File: src/rtl/flow_tag_arbiter.sv
// flow_tag_arbiter
//   Round-robin arbiter that merges FLUX independent flows into one shared
//   downstream FIFO. Each word that is accepted is tagged with the index of
//   its flow. The tag goes in the top TAG_WIDTH bits and the payload goes in
//   the low PAYLOAD bits.
//
//   The output holds a single register slot. A new word can be accepted when
//   the slot is empty, or when the word in the slot is being written this
//   cycle. This allows one word per cycle while the FIFO is not full.
//
//   Optional feature: define FLOW_TAG_ARBITER_CNT_EN to add a saturating
//   16-bit accepted-word counter for each flow on cnt_out. When it is not
//   defined, cnt_out is tied to zero and no counter logic is built.
//
// Ports
//   ck        : clock; all state changes on the rising edge
//   rst       : synchronous active-high reset
//   in_valid  : [FLUX] a word is available on each flow
//   in_data   : [FLUX*PAYLOAD] payload for flow i at [i*PAYLOAD +: PAYLOAD]
//   in_ready  : [FLUX] accept strobe for each flow; combinational, one-hot or zero
//   full      : downstream FIFO is full
//   wr        : registered write strobe to the FIFO
//   datain    : [WIDTH] registered tagged word {tag, payload}
//   cnt_out   : [FLUX*16] accepted-word counter for each flow (zero when the
//               counter feature is disabled)
//
// PAYLOAD = WIDTH - $clog2(FLUX) must be at least 1.
module flow_tag_arbiter #(
  parameter  int WIDTH     = 8,
  parameter  int FLUX      = 2,
  localparam int TAG_WIDTH = $clog2(FLUX),
  localparam int PAYLOAD   = WIDTH - TAG_WIDTH
) (
  input  logic                    ck,
  input  logic                    rst,
  input  logic [FLUX-1:0]         in_valid,
  input  logic [FLUX*PAYLOAD-1:0] in_data,
  output logic [FLUX-1:0]         in_ready,
  input  logic                    full,
  output logic                    wr,
  output logic [WIDTH-1:0]        datain,
  output logic [FLUX*16-1:0]      cnt_out
);

  typedef enum logic {IDLE, SEND} state_t;

  state_t                 state, state_nxt;
  logic [TAG_WIDTH-1:0]   rr_ptr;
  logic [TAG_WIDTH-1:0]   grant_idx;
  logic                   grant_found;
  logic                   slot_free;
  logic                   accept;
  logic [PAYLOAD-1:0]     grant_payload;
  logic [WIDTH-1:0]       word_p1;

  // Round-robin search. The search starts just after the last granted flow
  // and wraps around, so the flow served most recently has the lowest
  // priority. Only in_valid is examined, which keeps in_ready independent
  // of in_data.
  always_comb begin
    int cand;
    grant_found = 1'b0;
    grant_idx   = '0;
    cand        = 0;
    for (int k = 1; k <= FLUX; k++) begin
      cand = int'(rr_ptr) + k;
      if (cand >= FLUX) cand = cand - FLUX;
      if (!grant_found && in_valid[cand]) begin
        grant_found = 1'b1;
        grant_idx   = TAG_WIDTH'(cand);
      end
    end
  end

  assign slot_free     = (state == IDLE) || ((state == SEND) && !full);
  assign accept        = slot_free && grant_found && !rst;
  assign in_ready      = accept ? (FLUX'(1) << grant_idx) : '0;
  assign grant_payload = in_data[int'(grant_idx)*PAYLOAD +: PAYLOAD];

  // FSM: IDLE means the output slot is empty; SEND means the slot holds a word.
  always_ff @(posedge ck) begin
    if (rst) state <= IDLE;
    else     state <= state_nxt;
  end

  always_comb begin
    state_nxt = state;
    if (accept)                         state_nxt = SEND;
    else if ((state == SEND) && !full)  state_nxt = IDLE;
  end

  // Stage p1: output word register and round-robin pointer.
  // Reset clears the pending word, so it is never written.
  always_ff @(posedge ck) begin
    if (rst) begin
      word_p1 <= '0;
      rr_ptr  <= TAG_WIDTH'(FLUX - 1);
    end else if (accept) begin
      word_p1 <= {grant_idx, grant_payload};
      rr_ptr  <= grant_idx;
    end
  end

  assign wr     = (state == SEND);
  assign datain = word_p1;

`ifdef FLOW_TAG_ARBITER_CNT_EN
  logic [15:0] cnt [FLUX];

  function automatic logic [15:0] sat_inc(input logic [15:0] v);
    return (v == 16'hFFFF) ? v : v + 16'd1;
  endfunction

  always_ff @(posedge ck) begin
    for (int i = 0; i < FLUX; i++) begin
      if (rst)                                       cnt[i] <= '0;
      else if (accept && (grant_idx == TAG_WIDTH'(i))) cnt[i] <= sat_inc(cnt[i]);
    end
  end

  for (genvar gi = 0; gi < FLUX; gi++) begin : g_cnt
    assign cnt_out[gi*16 +: 16] = cnt[gi];
  end
`else
  assign cnt_out = '0;
`endif

endmodule
File: config.mk
export PLATFORM = sky130hd
export DESIGN_NAME = flow_tag_arbiter
export DESIGN_NICKNAME = d
export VERILOG_FILES = /design/src/rtl/flow_tag_arbiter.sv
export SDC_FILE = /design/constraint.sdc
export NUM_CORES = 1
export LEC_CHECK = 0
export CAP_MARGIN = 0
export CORE_MARGIN = 5
export CORE_UTILIZATION = 31
export DETAILED_ROUTE_END_ITERATION = 16
export GPL_TIMING_DRIVEN = 0
export PLACE_DENSITY = 0.78
export SLEW_MARGIN = 15
export SYNTH_ARGS = -nofsm -noshare
export SYNTH_HDL_FRONTEND = slang
export SYNTH_SLANG_ARGS = --single-unit
File: constraint.sdc
create_clock -name ck -period 1.6 [get_ports ck]
set_clock_uncertainty 0.15 [all_clocks]
set_input_delay 0.32 -clock ck [delete_from_list [all_inputs] [get_ports ck]]
set_output_delay 0.32 -clock ck [all_outputs]
set_load 0.02 [all_outputs]
# Word-level counts from Yosys, hierarchy flattened
# Index checks and enable logic that the tools add are counted.
# word_totals
regBits	10
input_bits	19
out_inout_bits	43
wordCells	39
# classes
addsub	4
multipliers	1
n_lt_le_gt_ge	4
shifts	2
mux	15
n_bitwise	1
reduce_logical	9
# ops
operator	n
less-than comparator 32 x 3 -> 1 bit (second input constant)	2
2-to-1 mux 32 bit	2
indexed part select 14 x 5 -> 7 bit	1
2-to-1 mux 1 bit	12
logical AND 1 bit	4
multiplier 1 x 3 -> 4 bit (second input constant)	1
subtractor 3 x 2 -> 4 bit (second input constant)	1
adder 1 x 2 -> 3 bit (second input constant)	1
greater-or-equal comparator 3 x 2 -> 1 bit (second input constant)	1
zero test 1 bit	3
subtractor 2 x 2 -> 3 bit (second input constant)	1
adder 1 x 1 -> 2 bit (second input constant)	1
greater-or-equal comparator 2 bit (second input constant)	1
2-to-1 mux 2 bit	1
nonzero test 2 bit	1
left shift 1 x 1 -> 2 bit (first input constant)	1
logical OR 1 bit	1
inverter 1 bit	1

# Depth between registers and ports, before layout
# Gate-level depths: netlist of run 1.
# depth
word_depth	13
ltp_mapped	4
depth_no_buf	3

# Least setup slack after synthesis of run 1
# OpenSTA, ideal clock, no wires.
# synth_path
path_kind	register to output
start	register state, in the netlist wr
end	output port in_ready[0]
arrival_time_ns	1.008
required_time_ns	1.130
setup_slack_ns	0.122
stages_incl_launch_ff	3
n_path_buf	0
cell_sequence	dfxtp_1 a21bo_2 nor3b_4
# synth_between
elab_chain_cells	5
word_cells_on_any_way	6
classes_between	1 x mux; 1 x bitwise; 4 x reduce/logical
# synth_rtl
element	line_no	source
start: declaration	47	state_t state, state_nxt;
start signal: assignment	83	else state <= state_nxt;
logical AND 1 bit or inverter 1 bit (tied branches)	75	assign slot_free = (state == IDLE) || ((state == SEND) && !full);
logical OR 1 bit *	75	
logical AND 1 bit * (2 in a row)	76	assign accept = slot_free && grant_found && !rst;
2-to-1 mux 2 bit *	77	assign in_ready = accept ? (FLUX'(1) << grant_idx) : '0;
end: declaration	38	output logic [FLUX-1:0] in_ready,
# Every way passes the cells marked *; elsewhere a longest branch is shown, timed or not.

# Worst setup path after layout of run 1
# Same ends and word-level chain as after synthesis.

==> results of run 1 <==
cells by family after synthesis:
group | share of synthesized area, %
buf+inv | 34.87
compound gates | 21.37
simple gates | 15.90
flops | 27.35
other cells | 0.5123
stage by stage:
stage	hold WS, ns	cell area (µm²)
after CTS	0.3135	1265
after global placement	0.3535	1174
after global routing	0.2581	1275
final	0.2386	1275
after detailed placement	0.3601	1174
after floorplan	0.2906	848.3
registers in the layout (all words and copies together) (netlist names):
signal	cells
datain	8
wr	1
rr_ptr	1
critical path, cell delays in order, from the launching register on:
cell,delay [ns]
dfxtp_4,0.35
a21bo_4,0.22
nor3b_4,0.24
buf_6,0.16
cell type report:
type	instances	area share, %
plain buffers	33	19.14
flip-flops and latches	10	16.09
multi-input cells	68	33.27
clock buffers	4	2.846
well taps	28	2.748
repair buffers	36	25.91
power by group through the flow:
| stage | clock [W] | sequential, W | combinational (W) |
|---|---|---|---|
| 4_1_cts | 0.000236 | 0.000279 | 0.000321 |
| 2_1_floorplan | 0 | 0.000305 | 0.000188 |
| 3_3_place_gp | 0 | 0.000285 | 0.000307 |
| 5_1_grt | 0.000246 | 0.000282 | 0.000353 |
| 6_report | 0.000225 | 0.000279 | 0.000330 |
| 3_5_place_dp | 0 | 0.000286 | 0.000310 |
cell usage in the layout, fill, tap and decap left out, drive strengths merged, types with 3 or more instances in the layout:
cell / Yosys / layout
nor2b: 3 / 3
nor3b: 5 / 5
nand3: 3 / 3
a221o: 4 / 4
a32oi: 3 / 3
clkdlybuf4s50: 0 / 14
dlygate4sd2: 0 / 9
conb: 1 / 32
clkbuf: 1 / 6
buf: 33 / 42
dfxtp: 10 / 10
a21oi: 4 / 4
routing by layer:
metal / global-route usage (%) / vias up
li1: - / 365
met1: 11.74 / 317
met2: 21.85 / 34
met3: 4.825 / 2
met4: 1.942 / 0
met5: 0 / -
what timing repair did:
item,in CTS,in global routing
resized for setup,39,5
gates cloned,0,0
setup endpoints to repair,15,6
pin swaps,2,3
setup buffers,6,1
worst max path at each step:
stage                    startpoint           to  slack, ns
global route        wr$_SDFFE_PP0P_  in_ready[0]      -0.14
floorplan           wr$_SDFFE_PP0P_  in_ready[0]       0.12
detailed placement      in_valid[0]  in_ready[0]      -1.07
finish              wr$_SDFFE_PP0P_  in_ready[0]      -0.11
global placement        in_valid[0]  in_ready[0]       -1.0
CTS                 wr$_SDFFE_PP0P_  in_ready[0]      -0.15
==> impl_metrics.tcl, run 1 <==
set metrics [dict create \
    whs_path_depth 3 \
    p_clk_share_pct 27.0 \
    outcome "complete, but fails checks" \
    die_h_um 58.59 \
    insertion_delay_ns 0.27 \
    routedWlPerCell_um 11.22 \
    rows 17 \
    swShare_pct 31.75 \
    grt_util_all_layers_pct 11.48 \
    hold_start "in_valid[1]" \
    dpl.cell_count 169 \
    hold_violations 0 \
    rr_startpoint "wr$_SDFFE_PP0P_" \
    setup_slack_ns -0.1066 \
    synth.area.top_cells "buf_4, dfxtp_1, a221o_1, nor3b_1, a32oi_1" \
    grt_max_degree 11 \
    violations "negative setup slack" \
    cts_tree "built" \
    p_leak_nw 0.6669 \
    start_kind "register" \
    routed.top_layer "met4" \
    instances_no_fill 179 \
    area_delta_synth_final_pct 74.19 \
    clockRootBuffer "clkbuf_4" \
    drcViolationCount 0 \
    rsz0062_at_grt "yes" \
    dieArea_um2 3433 \
    start_util_pct 32.77 \
    layout-drive-gt1-share_pct 38.41 \
    power.switching_w 0.0002649 \
    slew_violations 0 \
    postCtsHoldBufs 0 \
    h-tree-depth 1 \
    yosysSeqAreaShare_pct 27.35 \
    numCtsBuffers 3 \
    yosys-top-cells-count "buf_4, dfxtp_1, a21oi_1, a221o_1, nor3b_1" \
    grt_pass1_wl_mm 3.049 \
    ys_types 25 \
    period_share_pct 106.7 \
    vdd.ir_drop.worst_mv 0.4539 \
    met3_length_um 223 \
    clk_pin_slew_ns 0.06 \
    yosys.cell_count.top_type "buf_4" \
    met2_wirelength_mm 1.073 \
    routedLengthMet1_um 705 \
    rrSetupSlack_ns 0.17 \
    worst-endpoint-required_ns 1.13 \
    finalSetupViolations 2 \
    synthFlopType "dfxtp_1" \
    sequentialPowerShare_pct 33.5 \
    dr_total_vias 718 \
    numPortBuffers 29 \
    nets 171 \
    routed_wl_mm 2.008 \
    antenna_found_initial 0 \
    synth_top_area_share_pct 32.82 \
    rr_worst_depth 5 \
    synth_area_um2 732.0 \
    drt_pass1_iterations 4 \
    gp_congestion 0.7839 \
    ant_nets 0 \
    combPwrFrac_pct 39.6 \
    regArea_um2 205.2 \
    grt_pass1_vias 716 \
    async_reset_ff_share_pct 0 \
    synth_edf_count 0 \
    critPathKind "register to output port" \
    diodes 0 \
    dp_slack_ns -1.073 \
    p_int_w 0.0005695 \
    hp-class "primary input to register" \
    r2r_end "datain[4]$_SDFFE_PP0P_" \
    via_per_inst 4.011 \
    core_um2 2233 \
    grt-ovfl-total 0 \
    max_freq_ghz 0.5860 \
    cts.sinks 10 \
    die_w_um 58.59 \
    yosysWarnings 0 \
    max-cap-violations 0 \
    yosysTopAreaCell "buf_4" \
    nFillCells 213 \
    power.total_w 0.0008344 \
    worstPathArrival_ns 1.24 \
    ys_seq_elements 10 \
    multi_input_area_um2 424.2 \
    finish.utilization_pct 57.09 \
    detail_route.iter0.violations 6 \
    cp-end-kind "output port" \
    setup_tns_ns -0.1221 \
    num_io_pins 62 \
    crit_fanout 2 \
    cts_max_path_buffers 2 \
    finalCriticalPeriod_ns 1.707 \
    avgSynthCellArea_um2 9.036 \
    p_per_area_nw_per_um2 654.4 \
    synthCells 81 \
    holdPathEnd "wr$_SDFFE_PP0P_" \
    dp_hpwl_mm 1.624 \
]
Power figures use the tool's default switching activity.
==> inputs of run 2 (changes only) <==
GPL_TIMING_DRIVEN = unset   (was 0)
==> run 2 against run 1 <==
The flow still finishes with violations (negative setup slack); critical endpoint is now in_ready[1]; clock power shrank 27%; combinational power decreased by 13%; core utilization decreased by 8.3 points; hold slack improved by 0.13 ns.
==> impl_metrics.tcl, run 2 (same netlist as run 1, synthesis figures left out) <==
set metrics [dict create \
    die_h_um 58.59 \
    num_io_pins 62 \
    final_cell_mix "conb_1, buf_4, clkdlybuf4s50_1" \
    core_um2 2233 \
    gr-usage-met2_pct 17.86 \
    hold_start "datain[7]$_SDFFE_PP0P_" \
    cts_max_path_buffers 2 \
    nets 151 \
    clockRootBuffer "clkbuf_4" \
    grt_pass1_wl_mm 2.829 \
    worstPathArrival_ns 1.16 \
    layout_commonest_cell "conb_1" \
    grt_util_all_layers_pct 10.56 \
    grtUsageMet3_pct 5.263 \
    drt_pass1_iterations 4 \
    worst-endpoint-required_ns 1.13 \
    largest_register_ffs 8 \
    finalSetupViolations 2 \
    grt_max_degree 7 \
    p_per_area_nw_per_um2 668.7 \
    crit_fanout 5 \
    grt_pass1_vias 651 \
    grt-ovfl-total 0 \
    hold_slack_ns 0.3703 \
    rr_startpoint "wr$_SDFFE_PP0P_" \
    finalCriticalPeriod_ns 1.634 \
    max-cap-violations 0 \
    postCtsHoldBufs 0 \
    clk_pin_slew_ns 0.06 \
    gp_congestion 0.7925 \
    hold_violations 0 \
    dr_total_vias 670 \
    numCtsBuffers 3 \
    cp-end-kind "output port" \
    layout-drive-gt1-share_pct 24.62 \
    outcome "complete, but fails checks" \
    start_util_pct 32.77 \
    max_freq_ghz 0.6120 \
    diodes 0 \
    antenna_found_initial 0 \
    numPortBuffers 29 \
    hp-class "register to register" \
    ant_nets 0 \
    slew_violations 0 \
    cts_tree "built" \
    start_kind "primary input" \
    p_leak_nw 0.5331 \
    rows 17 \
    startpoint "full" \
    final_cell_area_um2 1090 \
    setup_slack_ns -0.03386 \
    dpl-instance-area_um2 1054 \
    drcViolationCount 0 \
    routed_wl_mm 1.838 \
    critPathKind "primary input to output port" \
    area_delta_synth_final_pct 48.89 \
    finish.utilization_pct 48.80 \
    vdd.ir_drop.worst_mv 0.4122 \
    cts.sinks 10 \
    detail_route.iter0.violations 8 \
    dieArea_um2 3433 \
    via_per_inst 4.241 \
    top_usage_layer "met2" \
    dp_hpwl_mm 1.599 \
    die_w_um 58.59 \
    period_share_pct 102.1 \
    use_met1_pct 11.45 \
    h-tree-depth 1 \
    routedWlPerCell_um 11.63 \
    rsz0062_at_grt "yes" \
    violations "negative setup slack" \
    insertion_delay_ns 0.26 \
]
[run 2: worst paths after layout]
check	to	slack, ns	cells after the start
max	in_ready[1]	-0.03	5
min	datain[7]$_SDFFE_PP0P_	0.37	2
max reg2reg	rr_ptr$_SDFFE_PP1P_	0.17	6
min reg2reg	datain[7]$_SDFFE_PP0P_	0.37	2
[run 2: timing repair]
action | CTS | global route
resized for setup | 28 | 1
setup buffers | 1 | 1
gates cloned | 0 | 0
pin swaps | 2 | 2
endpoints found under the setup margin | 15 | 2
[run 2: per-layer routing]
layer,wire length (µm),vias up
li1,-,324
met3,243,2
met1,596,300
met2,983,44
met5,0,-
met4,15,0
[run 2: cell type report]
type / count / area (µm²)
fill: 230 / 1144
timing repair buffer: 49 / 426.7
multi-input combinational: 68 / 402.9
tap: 28 / 35.03
sequential: 10 / 202.7
clock buffer: 3 / 22.52
[run 2: report_power, final]
part | switching (W) | internal [W] | leakage, nW
sequential | 0.00000983 | 0.000269 | 0.0825
combinational | 0.000158 | 0.000128 | 0.437
clock | 0.0000775 | 0.0000865 | 0.0138
[run 2: critical path, cell delays in order]
cell           delay, ns
dlygate4sd2_1       0.26
buf_4               0.16
a21boi_2            0.16
and2_4              0.16
buf_6               0.11
[run 2: through the flow]
stage / setup slack [ns] / setup TNS (ns) / power (W) / cells
final: -0.03386 / -0.06748 / 0.0007288 / 158
after global routing: -0.07772 / -0.1334 / 0.0007716 / 158
after CTS: -0.06616 / -0.1045 / 0.0007350 / 157
after detailed placement: -0.7493 / -3.320 / 0.0005751 / 153
after global placement: -0.7413 / -3.074 / 0.0005688 / 153
after floorplan: 0.1220 / 0 / 0.0004938 / 112
==> inputs of run 3 (changes only) <==
CORE_UTILIZATION = 34   (was 31)
PLACE_DENSITY = 0.85   (was 0.78)
clock period = 2.1 ns   (was 1.6 ns; I/O delays follow)
==> run 3 against run 2 <==
Core utilization up 3.5 points; highest routed layer unchanged; final area down 3.9%; combinational power down 26%; cell count down 5.1%; flip-flop and latch count unchanged; sequential power down 23%; wire length about the same; global-route usage down 0.22 points; clock power down 22%; the run now ends clean; total power down 24%; hold slack better by 0.037 ns.
==> impl_metrics.tcl, run 3 (same netlist as run 1, synthesis figures left out) <==
set metrics [dict create \
    outcome "finished clean" \
    num_io_pins 62 \
    layout_commonest_cell "conb_1" \
    postCtsHoldBufs 0 \
    finalCriticalPeriod_ns 2.052 \
    rsz0062_at_grt "yes" \
    via_per_inst 4.200 \
    routedWlPerCell_um 12.25 \
    detail_route.iter0.violations 11 \
    rows 16 \
    multi_input_area_um2 404.1 \
    p_clk_share_pct 23.0 \
    cts_tree "built" \
    ant_nets 0 \
    dp_hpwl_mm 1.516 \
    core_um2 2002 \
    critPathSlowestCell "clkdlybuf4s50_1" \
    layout-drive-gt1-share_pct 18.70 \
    die_w_um 56.40 \
    routed_wl_mm 1.837 \
    grt_pass1_wl_mm 2.642 \
    gp_congestion 0.8837 \
    swShare_pct 33.94 \
    period_share_pct 97.70 \
    p_int_w 0.0003673 \
    grt_max_degree 11 \
    regArea_um2 200.2 \
    start_util_pct 36.56 \
    antenna_found_initial 0 \
    clk_pin_slew_ns 0.06 \
    slew_violations 0 \
    combPwrFrac_pct 38.3 \
    start_kind "primary input" \
    dpl-instance-area_um2 1015 \
    drt_pass1_iterations 3 \
    final_cell_area_um2 1047 \
    area_delta_synth_final_pct 43.08 \
    largest_register_ffs 8 \
    slowest_delay_ns 0.47 \
    dp_slack_ns -0.4346 \
    critical-path-top-delay-family "buffers and inverters" \
    dpl.cell_count 147 \
    cp-end-kind "output port" \
    hold_violations 0 \
    h-tree-depth 1 \
    path_cells "clkdlybuf4s50_1, a21bo_2, nor3b_4, buf_6" \
    numCtsBuffers 3 \
    setup_slack_ns 0.04826 \
    diodes 0 \
    dr_total_vias 630 \
    power.total_w 0.0005561 \
    insertion_delay_ns 0.27 \
    finalSetupViolations 0 \
    final_cell_mix "conb_1, clkdlybuf4s50_1, buf_4" \
    vdd.ir_drop.worst_mv 0.2311 \
    worst-endpoint-required_ns 1.53 \
    path_buf_inv 2 \
    drcViolationCount 0 \
    grt_util_all_layers_pct 10.34 \
    max_freq_ghz 0.4874 \
    nFillCells 193 \
    crit_fanout 2 \
    max-cap-violations 0 \
    clockRootBuffer "clkbuf_4" \
    grt-ovfl-total 0 \
    nets 144 \
    instances_no_fill 150 \
    p_leak_nw 0.4599 \
    die_h_um 56.40 \
    dieArea_um2 3181 \
    power.switching_w 0.0001887 \
    sequentialPowerShare_pct 38.7 \
    p_per_area_nw_per_um2 531.0 \
    worstPathArrival_ns 1.48 \
    numPortBuffers 29 \
    cts_max_path_buffers 2 \
    hp-class "register to register" \
    setup_tns_ns 0 \
    cts.sinks 10 \
    grt_pass1_vias 588 \
    critPathKind "primary input to output port" \
]
[run 3: changes by cell type in the layout (fill, tap and decap cells not counted), sizes merged]
cell           delta
dlygate4sd2      -13
buf               -7
clkdlybuf4s50    +13
[run 3: power by group through the flow]
stage | sequential, W | clock [W] | combinational, W
floorplan | 0.000233 | 0 | 0.000143
global placement | 0.000217 | 0 | 0.000206
detailed placement | 0.000218 | 0 | 0.000208
CTS | 0.000214 | 0.000134 | 0.000208
global route | 0.000217 | 0.000142 | 0.000225
finish | 0.000215 | 0.000128 | 0.000213
[run 3: timing repair]
action                                  CTS  global route
buffers inserted                          0             0
endpoints found under the setup margin    2             2
gates resized for setup                   9             4
pin swaps                                 0             0
[run 3: metrics by stage]
step / hold WS, ns / util [%]
after global routing: 0.4644 / 52.31
after global placement: 0.3613 / 50.69
final: 0.4069 / 52.31
after detailed placement: 0.3927 / 50.69
after CTS: 0.4095 / 51.50
after floorplan: 0.3462 / -
[run 3: worst paths after layout]
path / start / end / slack, ns / cells after the start
max: in_valid[0] / in_ready[0] / 0.05 / 4
min: datain[7]$_SDFFE_PP0P_ / datain[7]$_SDFFE_PP0P_ / 0.41 / 2
max reg2reg: rr_ptr$_SDFFE_PP1P_ / datain[4]$_SDFFE_PP0P_ / 0.62 / 4
min reg2reg: datain[7]$_SDFFE_PP0P_ / datain[7]$_SDFFE_PP0P_ / 0.41 / 2
[run 3: worst min-delay path: stages (launching register included)]
cell	delay (ns)
dfxtp_1	0.34
a22oi_1	0.09
nor2_1	0.09
[run 3: metal layers]
metal	vias up	part of all wire (%)	global-route usage, %
met1	279	35	10.38
met5	-	0	0
met3	2	11	3.670
met4	0	0.82	4.068
li1	311	-	-
met2	38	53	19.20
[run 3: area by class of cell]
type | instances | share of cell area, %
Multi-Input combinational cell | 68 | 38.59
Clock buffer | 3 | 2.151
Tap cell | 27 | 3.226
Timing Repair Buffer | 42 | 36.92
Sequential cell | 10 | 19.12
